$ cat config.mk
export PLATFORM = sky130hd
export DESIGN_NAME = vga_fetch_scheduler
export DESIGN_NICKNAME = d
export VERILOG_FILES = /design/src/rtl/vga_pkg.sv /design/src/rtl/vga_addr_gen.sv /design/src/rtl/vga_fetch_scheduler.sv
export SDC_FILE = /design/constraint.sdc
export NUM_CORES = 1
export LEC_CHECK = 0
export ABC_AREA = 1
export CAP_MARGIN = 20
export CORE_ASPECT_RATIO = 2
export CORE_UTILIZATION = 48
export CTS_CLUSTER_SIZE = 14
export DETAILED_ROUTE_END_ITERATION = 12
export PLACE_DENSITY = 0.82
export SLEW_MARGIN = 10
export SYNTH_ARGS = -nofsm -noshare
export SYNTH_HDL_FRONTEND = slang
export SYNTH_HIERARCHICAL = 1
export SYNTH_SLANG_ARGS = --single-unit
$ cat constraint.sdc
create_clock -name clk_a -period 3.8 [get_ports clk_a]
set_input_delay 0.76 -clock clk_a [delete_from_list [all_inputs] [get_ports clk_a]]
set_output_delay 0.76 -clock clk_a [all_outputs]
set_load 0.05 [all_outputs]
$ cat src/rtl/vga_pkg.sv
// Shared definitions for the VGA line-buffer fetch path.
// Holds the AXI burst/response encodings used by the fetch scheduler,
// the scheduler state encoding, and a constant-evaluable ceiling-log2 helper
// for sizing index fields and the AXI size code.
package vga_pkg;

    localparam logic [1:0] BURST_INCR = 2'b01;
    localparam logic [1:0] RESP_OKAY  = 2'b00;

    typedef enum logic [1:0] {
        IDLE,
        WAIT_FREE,
        ADDR,
        DATA
    } state_t;

    // Smallest r such that 2**r >= value; returns 0 for value <= 1.
    function automatic int clog2(input int unsigned value);
        int result;
        result = 0;
        for (int i = 0; i < 32; i++) begin
            if ((64'd1 << i) < 64'(value)) begin
                result = i + 1;
            end
        end
        return result;
    endfunction

endpackage

$ cat src/rtl/vga_addr_gen.sv
// Frame address generator for the line-buffer fetch scheduler.
// Keeps the address of the next burst inside the frame region [base, top).
// Ports:
//   clk_a      - AXI clock
//   reset_a    - synchronous active-high reset
//   load       - take base_addr as the next burst address
//   advance    - step by one burst, wrapping to base_addr at or beyond top_addr
//   base_addr  - frame start address
//   top_addr   - frame end address (exclusive)
//   next_addr  - address of the next burst to issue
module vga_addr_gen #(
    parameter int          ADDR_WIDTH  = 64,
    parameter int unsigned BURST_BYTES = 256
) (
    input  logic                  clk_a,
    input  logic                  reset_a,
    input  logic                  load,
    input  logic                  advance,
    input  logic [ADDR_WIDTH-1:0] base_addr,
    input  logic [ADDR_WIDTH-1:0] top_addr,
    output logic [ADDR_WIDTH-1:0] next_addr
);

    localparam logic [ADDR_WIDTH:0] STEP = (ADDR_WIDTH + 1)'(BURST_BYTES);

    // One extra bit so a sum that overflows the address space still wraps.
    logic [ADDR_WIDTH:0] sum;
    assign sum = {1'b0, next_addr} + STEP;

    // Load has priority; the two never coincide in the scheduler anyway.
    always_ff @(posedge clk_a) begin
        if (reset_a) begin
            next_addr <= '0;
        end else if (load) begin
            next_addr <= base_addr;
        end else if (advance) begin
            next_addr <= (sum >= {1'b0, top_addr}) ? base_addr : sum[ADDR_WIDTH-1:0];
        end
    end

endmodule

$ cat src/rtl/vga_fetch_scheduler.sv
// VGA line-buffer fetch scheduler.
// Issues fixed-length AXI INCR read bursts that fill the ping/pong halves of
// the line buffer from the frame region, and tracks which halves are full.
// A half is only filled when empty; the display side hands it back with a
// release pulse once consumed.
// Ports:
//   clk_a, reset_a                 - AXI clock, synchronous active-high reset
//   enable_i                       - fetching runs while high
//   base_addr_i, top_addr_i        - frame region [base, top)
//   buf_release_i, rel_sel_i       - display side frees a half (0 ping, 1 pong)
//   ar*                            - AXI read address channel (master side)
//   r*                             - AXI read data channel (master side)
//   wr_en_o/wr_sel_o/wr_idx_o/wr_data_o - line-buffer write port
//   buf_valid_o                    - per-half full flags
//   fill_sel_o                     - half that is filled next
//   busy_o                         - high while not IDLE
//   err_o                          - sticky error (bad rresp or rlast misplacement)
module vga_fetch_scheduler
    import vga_pkg::*;
#(
    parameter  int ADDR_WIDTH  = 64,
    parameter  int DATA_WIDTH  = 64,
    parameter  int BURST_LEN   = 32,
    localparam int IDX_W       = (clog2(BURST_LEN) < 1) ? 1 : clog2(BURST_LEN),
    localparam int BURST_BYTES = BURST_LEN * DATA_WIDTH / 8
) (
    input  logic                  clk_a,
    input  logic                  reset_a,
    input  logic                  enable_i,
    input  logic [ADDR_WIDTH-1:0] base_addr_i,
    input  logic [ADDR_WIDTH-1:0] top_addr_i,
    input  logic                  buf_release_i,
    input  logic                  rel_sel_i,
    output logic [ADDR_WIDTH-1:0] araddr_o,
    output logic [7:0]            arlen_o,
    output logic [2:0]            arsize_o,
    output logic [1:0]            arburst_o,
    output logic                  arvalid_o,
    input  logic                  arready_i,
    input  logic [DATA_WIDTH-1:0] rdata_i,
    input  logic [1:0]            rresp_i,
    input  logic                  rlast_i,
    input  logic                  rvalid_i,
    output logic                  rready_o,
    output logic                  wr_en_o,
    output logic                  wr_sel_o,
    output logic [IDX_W-1:0]      wr_idx_o,
    output logic [DATA_WIDTH-1:0] wr_data_o,
    output logic [1:0]            buf_valid_o,
    output logic                  fill_sel_o,
    output logic                  busy_o,
    output logic                  err_o
);

    localparam logic [IDX_W-1:0] LAST_IDX = IDX_W'(BURST_LEN - 1);

    state_t                  state;
    logic [IDX_W-1:0]        beat_cnt;
    logic [1:0]              buf_valid;
    logic                    fill_sel;
    logic [ADDR_WIDTH-1:0]   next_addr;
    logic                    beat;
    logic                    last_beat;
    logic                    addr_load;

    // Burst shape never changes, so these are tied off rather than registered.
    assign arlen_o   = 8'(BURST_LEN - 1);
    assign arsize_o  = 3'(clog2(DATA_WIDTH / 8));
    assign arburst_o = BURST_INCR;

    assign beat      = (state == DATA) && rvalid_i && rready_o;
    assign last_beat = beat && (beat_cnt == LAST_IDX);
    assign addr_load = (state == IDLE) && enable_i;

    assign buf_valid_o = buf_valid;
    assign fill_sel_o  = fill_sel;
    assign busy_o      = (state != IDLE);

    vga_addr_gen #(
        .ADDR_WIDTH  (ADDR_WIDTH),
        .BURST_BYTES (BURST_BYTES)
    ) u_addr_gen (
        .clk_a     (clk_a),
        .reset_a   (reset_a),
        .load      (addr_load),
        .advance   (last_beat),
        .base_addr (base_addr_i),
        .top_addr  (top_addr_i),
        .next_addr (next_addr)
    );

    // Main sequencer. The release clear is written before the state case so
    // that a burst completion on the same half in the same cycle overrides it.
    always_ff @(posedge clk_a) begin
        if (reset_a) begin
            state     <= IDLE;
            araddr_o  <= '0;
            arvalid_o <= 1'b0;
            rready_o  <= 1'b0;
            beat_cnt  <= '0;
            wr_en_o   <= 1'b0;
            wr_sel_o  <= 1'b0;
            wr_idx_o  <= '0;
            wr_data_o <= '0;
            buf_valid <= 2'b00;
            fill_sel  <= 1'b0;
            err_o     <= 1'b0;
        end else begin
            wr_en_o <= 1'b0;

            if (buf_release_i && (state != IDLE)) begin
                buf_valid[rel_sel_i] <= 1'b0;
            end

            case (state)
                IDLE: begin
                    buf_valid <= 2'b00;
                    fill_sel  <= 1'b0;
                    if (enable_i) begin
                        state <= WAIT_FREE;
                    end
                end

                WAIT_FREE: begin
                    if (!enable_i) begin
                        state     <= IDLE;
                        buf_valid <= 2'b00;
                        fill_sel  <= 1'b0;
                    end else if (!buf_valid[fill_sel]) begin
                        araddr_o  <= next_addr;
                        arvalid_o <= 1'b1;
                        state     <= ADDR;
                    end
                end

                ADDR: begin
                    if (arready_i) begin
                        arvalid_o <= 1'b0;
                        rready_o  <= 1'b1;
                        beat_cnt  <= '0;
                        state     <= DATA;
                    end
                end

                DATA: begin
                    if (beat) begin
                        wr_en_o   <= 1'b1;
                        wr_sel_o  <= fill_sel;
                        wr_idx_o  <= beat_cnt;
                        wr_data_o <= rdata_i;
                        beat_cnt  <= beat_cnt + 1'b1;
                        if (rresp_i != RESP_OKAY) begin
                            err_o <= 1'b1;
                        end
                        // Completion follows the beat count; rlast is only cross-checked.
                        if (rlast_i != (beat_cnt == LAST_IDX)) begin
                            err_o <= 1'b1;
                        end
                        if (beat_cnt == LAST_IDX) begin
                            rready_o            <= 1'b0;
                            buf_valid[fill_sel] <= 1'b1;
                            fill_sel            <= ~fill_sel;
                            state               <= WAIT_FREE;
                        end
                    end
                end

                default: begin
                    state <= IDLE;
                end
            endcase
        end
    end

endmodule

==> impl_results.md, run 1 <==
- Hold Crit Class: reg2reg
- Worst Hold Launch: wr_data_o[33]
- Width of the die: about 110 um
- Post-DP HPWL: about 34000 um
- TNS Setup: 0 ps
- Endpoint type of the worst setup path: flip-flop
- CTS tree: done
- NumNets Final: between 2000 and 2500
- Initial core utilization: a little under 50%
- Top cell type's share of synthesized area: about a third
- Root buffer cell: clkbuf_16
- Seq/Total Area, Yosys: about a third
- Commonest cells post-synth: nand2_1, dfxtp_1, a21oi_1, nor2_1, inv_1
- Synthesis Warnings: 6
- Worst slew pin tran: ~800 ps
- Final worst setup slack: ~150 ps
- Placed insts: around 2400
- Max_slew headroom: between 40% and 50%
- CP max FO: 8
- Clock sinks: approximately 210
- Routing usage on met1: between 30 and 40%
- Area contributors post-synth: dfxtp_1, nand2_1, a21oi_1
- Via density: 5.47
- Final Power: approximately 8.4 mW
- Final Wtd Congestion: slightly above 1
- Required time worst endpoint: between 4000 and 5000 ps
- Minimum clock period: about 3600 ps
- Critical path arrival: between 4000 and 5000 ps
- Fin cells: roughly 2400
- WL final: ~46000 um
- GRT busiest layer: met2
- Status: complete, no violations
- All-Layer GR Usage: approximately 34%
- First-pass GRT wire length: between 60000 and 70000 um
- Routed len/inst: about 19 um
- Post-synthesis cell count: around 1800
- Final Hold Vio Count: 0
- Clk Latency, worst-skew pair: 520 ps
- Residual DRC count: 0
- Die ar.: about 0.026 mm^2
- Cts bufs inserted: 20
- RSZ-0062 raised after global routing: yes
- Cell area after synthesis: 0.0121 mm^2
- EDFF count, synth: 0
- First-pass DRT Iterations: 5
- Max Root-Sink Buffers: 3
- Worst r2r dst: u_addr_gen/next_addr[8]
- Antenna Nets Post-Route: 0
- Critical path class: reg2reg
- Yosys cell types: 40
- Remaining Overflow, GRT: 0
- Core area: roughly 0.025 mm^2
- Port-buffer cells: around 340
- Pre-CTS setup slack: -197 ps
- Fin crit share: ~96%
- Setup-failing EPs final: 0
- Post-synth top flop: dfxtp_1
- Synthesis-to-layout area growth: 41.0%
- Global Route met2 Usage: between 60 and 70%
- WHS Endpoint: wr_data_o[33]
- Final-report max-slew violation count: 0
- R2r worst-path depth: 21
- Area leader, netlist: dfxtp_1
- Rows: 81
- WHS Path Cells: 2
- Async S/R FF share, synth: 0%
- Largest net degree at the start of global routing: 75
- Layout cell share with drive strength beyond 1: 10.9%
- GR Util met3: between 4 and 5%
- H-Tree Depth: 1
- Vias in the first global route: approximately 13000
- Power density cells: 494 mW/mm^2
- Fmax: 0.274 GHz
- Hold_buf cts: 0
- Initial antenna violation count: 0
- Vias: between 10000 and 15000
- Number of placed I/O pins: 357
- Synth Register Bits: between 200 and 250
- VDD IR max: roughly 0.00047 V
- Worst R2R Setup Slack: 150 ps
- Pleak: just over 7 nW
- Max_cap viols: 0
- Syn Area/Cell: ~7 um^2
- Startpoint types: flip-flop
- Antenna diodes: 0
- DIE HEIGHT: between 200 and 250 um
- Clk pin slew, worst setup/hold paths: 70 ps
- Initial DRC count: just over 800
- Worst Clk Skew: 19.3 ps
- Reg2reg start: u_addr_gen/next_addr[26]
- Most numerous cell in the Yosys netlist: nand2_1
-- where the power goes --
| part | total [mW] | switching, mW | internal, mW | leakage, nW |
|---|---|---|---|---|
| logic | 3.68 | 2.35 | 1.33 | 5.04 |
| registers | 2.83 | 0.299 | 2.53 | 1.72 |
| clock network | 1.92 | 0.872 | 1.04 | 0.282 |
-- worst max-delay path by stage --
stage,cells after the start,slack [ps],from,end
after floorplan,28,570,u_addr_gen/next_addr[8],u_addr_gen/next_addr[25]
after global placement,21,-170,u_addr_gen/next_addr[26],u_addr_gen/next_addr[24]
after detailed placement,21,-200,u_addr_gen/next_addr[26],u_addr_gen/next_addr[24]
after CTS,24,30,u_addr_gen/next_addr[10],u_addr_gen/next_addr[51]
after global routing,26,-140,u_addr_gen/next_addr[24],u_addr_gen/next_addr[46]
final,21,150,u_addr_gen/next_addr[26],u_addr_gen/next_addr[8]
-- cells in the final DEF (no fill, tap or decap), drive strengths merged --
cell type and n:
xnor2 2, and2 2, dfxtp 212, and3 1
o211ai 3, nor4b 1, nand3 48, o21a 1
a21oi 217, a211oi 1, nor3 30, a21o 1
clkbuf 31, o21ai 54, buf 65, conb 13
inv 201, or2 4, nor2 227, nor4 7
clkinv 1, clkdlybuf4s50 341, nand3b 28, nand4 84
clkinvlp 3, xor2 50, ha 72, nand2 399
-- registers in the layout, summed over array words and instances (netlist names) --
name / cells
arvalid_o: 1
state: 2
wr_idx_o: 5
err_o: 1
fill_sel_o: 1
wr_en_o: 1
wr_data_o: 64
rready_o: 1
beat_cnt: 5
u_addr_gen/next_addr: 64
wr_sel_o: 1
buf_valid_o: 2
araddr_o: 64
-- area by class of cell --
class,count,area [um^2]
inverter,201,757
sequential,212,4250
tap,332,415
clock buffer,27,568
fill,2107,7590
clock inverter,4,27.5
timing repair buffer,410,4110
multi-input combinational,1245,6910
-- worst max-delay path: stages (launching register included) --
cell and delay [ps]:
dfxtp_2 360, inv_2 100, nor4_4 390, nand2_1 150, nor2_2 180, nand2_4 130
nor2_4 110, xor2_1 160, inv_1 110, ha_4 280, nand4_1 150, nor3_4 250
nand3_2 120, nor3_2 160, nand2_1 80, nand4_1 120, nor2_4 70, nand2_4 140
nand2_8 100, clkbuf_16 210, nor2_1 100, nor2_1 50
-- per-layer routing --
layer	vias to the layer above	part of all wire, %
met5	-	0
met4	0	9.4
met3	219	6.4
met2	646	52
met1	6130	32
li1	6309	-
-- metrics by stage --
step / hold WS [ps] / utilization, % / cell area (um^2)
after floorplan: 457 / - / 12100
after global placement: 448 / 64.6 / 15900
after detailed placement: 453 / 64.6 / 15900
after CTS: 464 / 67.1 / 16500
after global routing: 475 / 69.2 / 17000
final: 463 / 69.2 / 17000
-- what timing repair did --
item / CTS / global route
setup buffers: 0 / 10
pin swaps: 0 / 16
cloned: 0 / 5
resized for setup: 5 / 103
endpoints found under the setup margin: 64 / 64
-- cells by family (layout without fill, tap and decap cells) --
family                     count (synthesis)  count (layout)  synth area share, %
AOI/OAI and AO/OA                        277             277                 11.9
xor gates and xnor gates                  52              52                 3.77
adders and majority gates                 72              72                 7.45
buffers and inverters                    304             642                 10.8
DFF                                      212             212                 35.1
other                                      2              13               0.0621
and+or+nand+nor                          831             831                 30.9
Note: power is estimated with default switching activity, not from simulation.
==> inputs of run 2 (changes only) <==
--- a/config.mk
+++ b/config.mk
@@ -8,10 +8,10 @@
 export ABC_AREA = 1
 export CAP_MARGIN = 20
 export CORE_ASPECT_RATIO = 2
-export CORE_UTILIZATION = 48
+export CORE_UTILIZATION = 52
 export CTS_CLUSTER_SIZE = 14
 export DETAILED_ROUTE_END_ITERATION = 12
-export PLACE_DENSITY = 0.82
+export PLACE_DENSITY = 0.88
 export SLEW_MARGIN = 10
 export SYNTH_ARGS = -nofsm -noshare
 export SYNTH_HDL_FRONTEND = slang
==> constraint.sdc (replaced) <==
create_clock -name clk_a -period 4.5 [get_ports clk_a]
set_input_delay 0.9 -clock clk_a [delete_from_list [all_inputs] [get_ports clk_a]]
set_output_delay 0.9 -clock clk_a [all_outputs]
set_load 0.05 [all_outputs]
==> run 2 against run 1 <==
Effect of this change:
- clock-buffer cell count is 2 lower
- sequential power is 14% lower
- power is 19% lower
==> impl_results.md, run 2 (synthesized netlist as in run 1, its figures left out) <==
- Status: complete, no violations
- Worst Hold Launch: araddr_o[22]
- Fmax: 0.241 GHz (-12%)
- Required time worst endpoint: 4890 ps (+690 ps)
- CP max FO: 29 (+21)
- First-pass GRT wire length: 64600 um (-4.4%)
- Rows: 78 (-3.7%)
- R2r worst-path depth: 24 (+14%)
- Initial DRC count: 901 (+11%)
- Max Root-Sink Buffers: 3 (unchanged)
- Worst r2r dst: u_addr_gen/next_addr[36]
- Number of placed I/O pins: 357 (unchanged)
- Crit path max-delay cell type: dfxtp_1
- WL final: 43300 um (-5.9%)
- Critical path arrival: 4540 ps (+490 ps)
- Post-DP HPWL: 32500 um (-4.3%)
- Cts bufs inserted: 20 (unchanged)
- Reg2reg start: u_addr_gen/next_addr[10]
- Final Wtd Congestion: 1.00 (-2.9%)
- All-Layer GR Usage: 35.6% (+1.6 points)
- Port-buffer cells: 343 (unchanged)
- RSZ-0062 raised after global routing: no
- Final worst setup slack: 350 ps (+195 ps)
- Pre-CTS setup slack: 310 ps (+507 ps)
- Minimum clock period: 4150 ps (+505 ps)
- Root buffer cell: clkbuf_16
- WHS Endpoint: araddr_o[22]
- Max_slew headroom: 35.9% (-12 points)
- Vias in the first global route: 12900 (-2.6%)
- Residual DRC count: 0 (unchanged)
- Regs by FF count: araddr_o: 64 flops, u_addr_gen/next_addr: 64 flops, wr_data_o: 64 flops
- Most common cell after layout, fill and taps aside: nand2_1
- Final Power: 6.81 mW (-19%)
- Startpoint types: flip-flop
- Clk Latency, worst-skew pair: 520 ps (about the same)
- Width of the die: 110 um (-3.9%)
- Power density cells: 420 mW/mm^2 (-15%)
- Clock sinks: 212 (unchanged)
- Die ar.: 0.0239 mm^2 (-7.6%)
- Max_cap viols: 0 (unchanged)
- TNS Setup: 0 ps (unchanged)
- CTS tree: done
- Setup-failing EPs final: 0 (unchanged)
- Hold Crit Class: reg2reg
- Via density: 5.58 (+1.9%)
- Clk pin slew, worst setup/hold paths: 70 ps (about the same)
- Final-report max-slew violation count: 0 (unchanged)
- First-pass DRT Iterations: 6 (+1)
- Placed insts: 2301 (-3.5%)
- Synthesis-to-layout area growth: 34.1%
- Remaining Overflow, GRT: 0 (unchanged)
- Final Hold Vio Count: 0 (unchanged)
- Initial core utilization: 53.2% (+4.1 points)
- Pleak: 6.72 nW (-4.6%)
- Most frequent cells in the layout: nand2_1, clkdlybuf4s50_1, dfxtp_1, a21oi_1, nor2_1
- Antenna diodes: 0 (unchanged)
- DIE HEIGHT: 218 um (-3.9%)
- Fin cells: 2333 (-4.0%)
- NumNets Final: 2319 (-1.9%)
- Hold Slack: 460 ps (-2.64 ps)
- Vias: 13000 (-2.2%)
- Most frequent CP cell: nand2_1
- Initial antenna violation count: 0 (unchanged)
- Core area: 0.0227 mm^2 (-7.7%)
- Antenna Nets Post-Route: 0 (unchanged)
- Worst R2R Setup Slack: 350 ps (+200 ps)
- H-Tree Depth: 1 (unchanged)
- Critical path class: reg2reg
- Cell Chain, Critical Path: nand3_1, nor3_4, inv_1, nor2_2, nand2_1, nor2_1, nand3_1, xnor2_2, ha_1, nand2_1, inv_1, o21ai_0, nand2_1, nand4_1, nand2_1, a21oi_1, nand2_1, nand2_1, nand2_1, nand2_2, nand3_2, buf_4, o21ai_0, nor2_1
- VDD IR max: 0.000334 V (-28%)
- Critical Path Max Stage Delay: 430 ps (+40 ps)
- Endpoint type of the worst setup path: flip-flop
- Worst Clk Skew: 11.0 ps (-8.31 ps)
- Routed len/inst: 18.6 um (-1.9%)
- WHS Path Cells: 2 (unchanged)
- Largest net degree at the start of global routing: 89 (+19%)
- Worst slew pin tran: 959 ps (+181 ps)
- Fin crit share: 92.2% (-3.7 points)
- Layout cell share with drive strength beyond 1: 5.85% (-5.0 points)
[run 2: power by group]
part / switching (mW) / internal, mW / leakage [nW] / total [mW]
logic: 1.74 / 0.900 / 4.68 / 2.64
registers: 0.290 / 2.13 / 1.72 / 2.42
clock network: 0.747 / 1.00 / 0.318 / 1.75
total: 2.77 / 4.03 / 6.72 / 6.81
[run 2: cell type report]
cell class	instances	area, um^2
sequential	212	4240
timing repair buffer	365	3610
clock inverter	5	77.6
multi-input combinational	1245	6600
clock buffer	25	571
tap	280	350
fill	1903	6530
inverter	201	754
[run 2: how the worst max path moves through the flow]
stage                                         from                        to  slack (ps)  depth (start not counted)
final                     u_addr_gen/next_addr[10]  u_addr_gen/next_addr[36]         350                         24
after global routing      u_addr_gen/next_addr[10]  u_addr_gen/next_addr[37]          20                         24
after CTS                 u_addr_gen/next_addr[10]  u_addr_gen/next_addr[32]         240                         25
after detailed placement  u_addr_gen/next_addr[10]  u_addr_gen/next_addr[32]         310                         25
after global placement    u_addr_gen/next_addr[23]   u_addr_gen/next_addr[0]         390                         24
after floorplan            u_addr_gen/next_addr[8]  u_addr_gen/next_addr[25]        1270                         28
[run 2: timing repair]
item	4_1_cts	5_1_grt
setup buffers	0	2
setup endpoints to repair	0	54
hold buffers	0	0
gates resized for setup	0	5
[run 2: critical path: cells and delay by family (launching register included)]
| family | cells | cell delay [ps] |
|---|---|---|
| XOR/XNOR | 1 | 230 |
| AND/OR/NAND/NOR | 16 | 2070 |
| flip-flops | 1 | 430 |
| buffers and inverters | 3 | 490 |
| AO/OA/AOI/OAI | 3 | 520 |
| adder cells (fa/ha/maj) | 1 | 260 |
[run 2: stage by stage]
stage | util (%) | instance area [um^2]
global route | 71.3 | 16200
floorplan | - | 12100
finish | 71.3 | 16200
detailed placement | 68.3 | 15500
CTS | 71.1 | 16200
global placement | 68.3 | 15500
[run 2: metal layers]
metal  global-route usage (%)  wire length (um)
met1                     31.9             13600
met2                     65.2             22200
met3                     5.98              3280
met4                     32.2              4160
met5                        0                 0
==> inputs of run 3 (changes only) <==
--- a/config.mk
+++ b/config.mk
@@ -12,6 +12,7 @@
 export CTS_CLUSTER_SIZE = 14
 export DETAILED_ROUTE_END_ITERATION = 12
 export PLACE_DENSITY = 0.88
+export SKIP_LAST_GASP = 1
 export SLEW_MARGIN = 10
 export SYNTH_ARGS = -nofsm -noshare
 export SYNTH_HDL_FRONTEND = slang
==> results of run 3 <==
No change in the layout: final DEF, timing and power equal those of run 2.
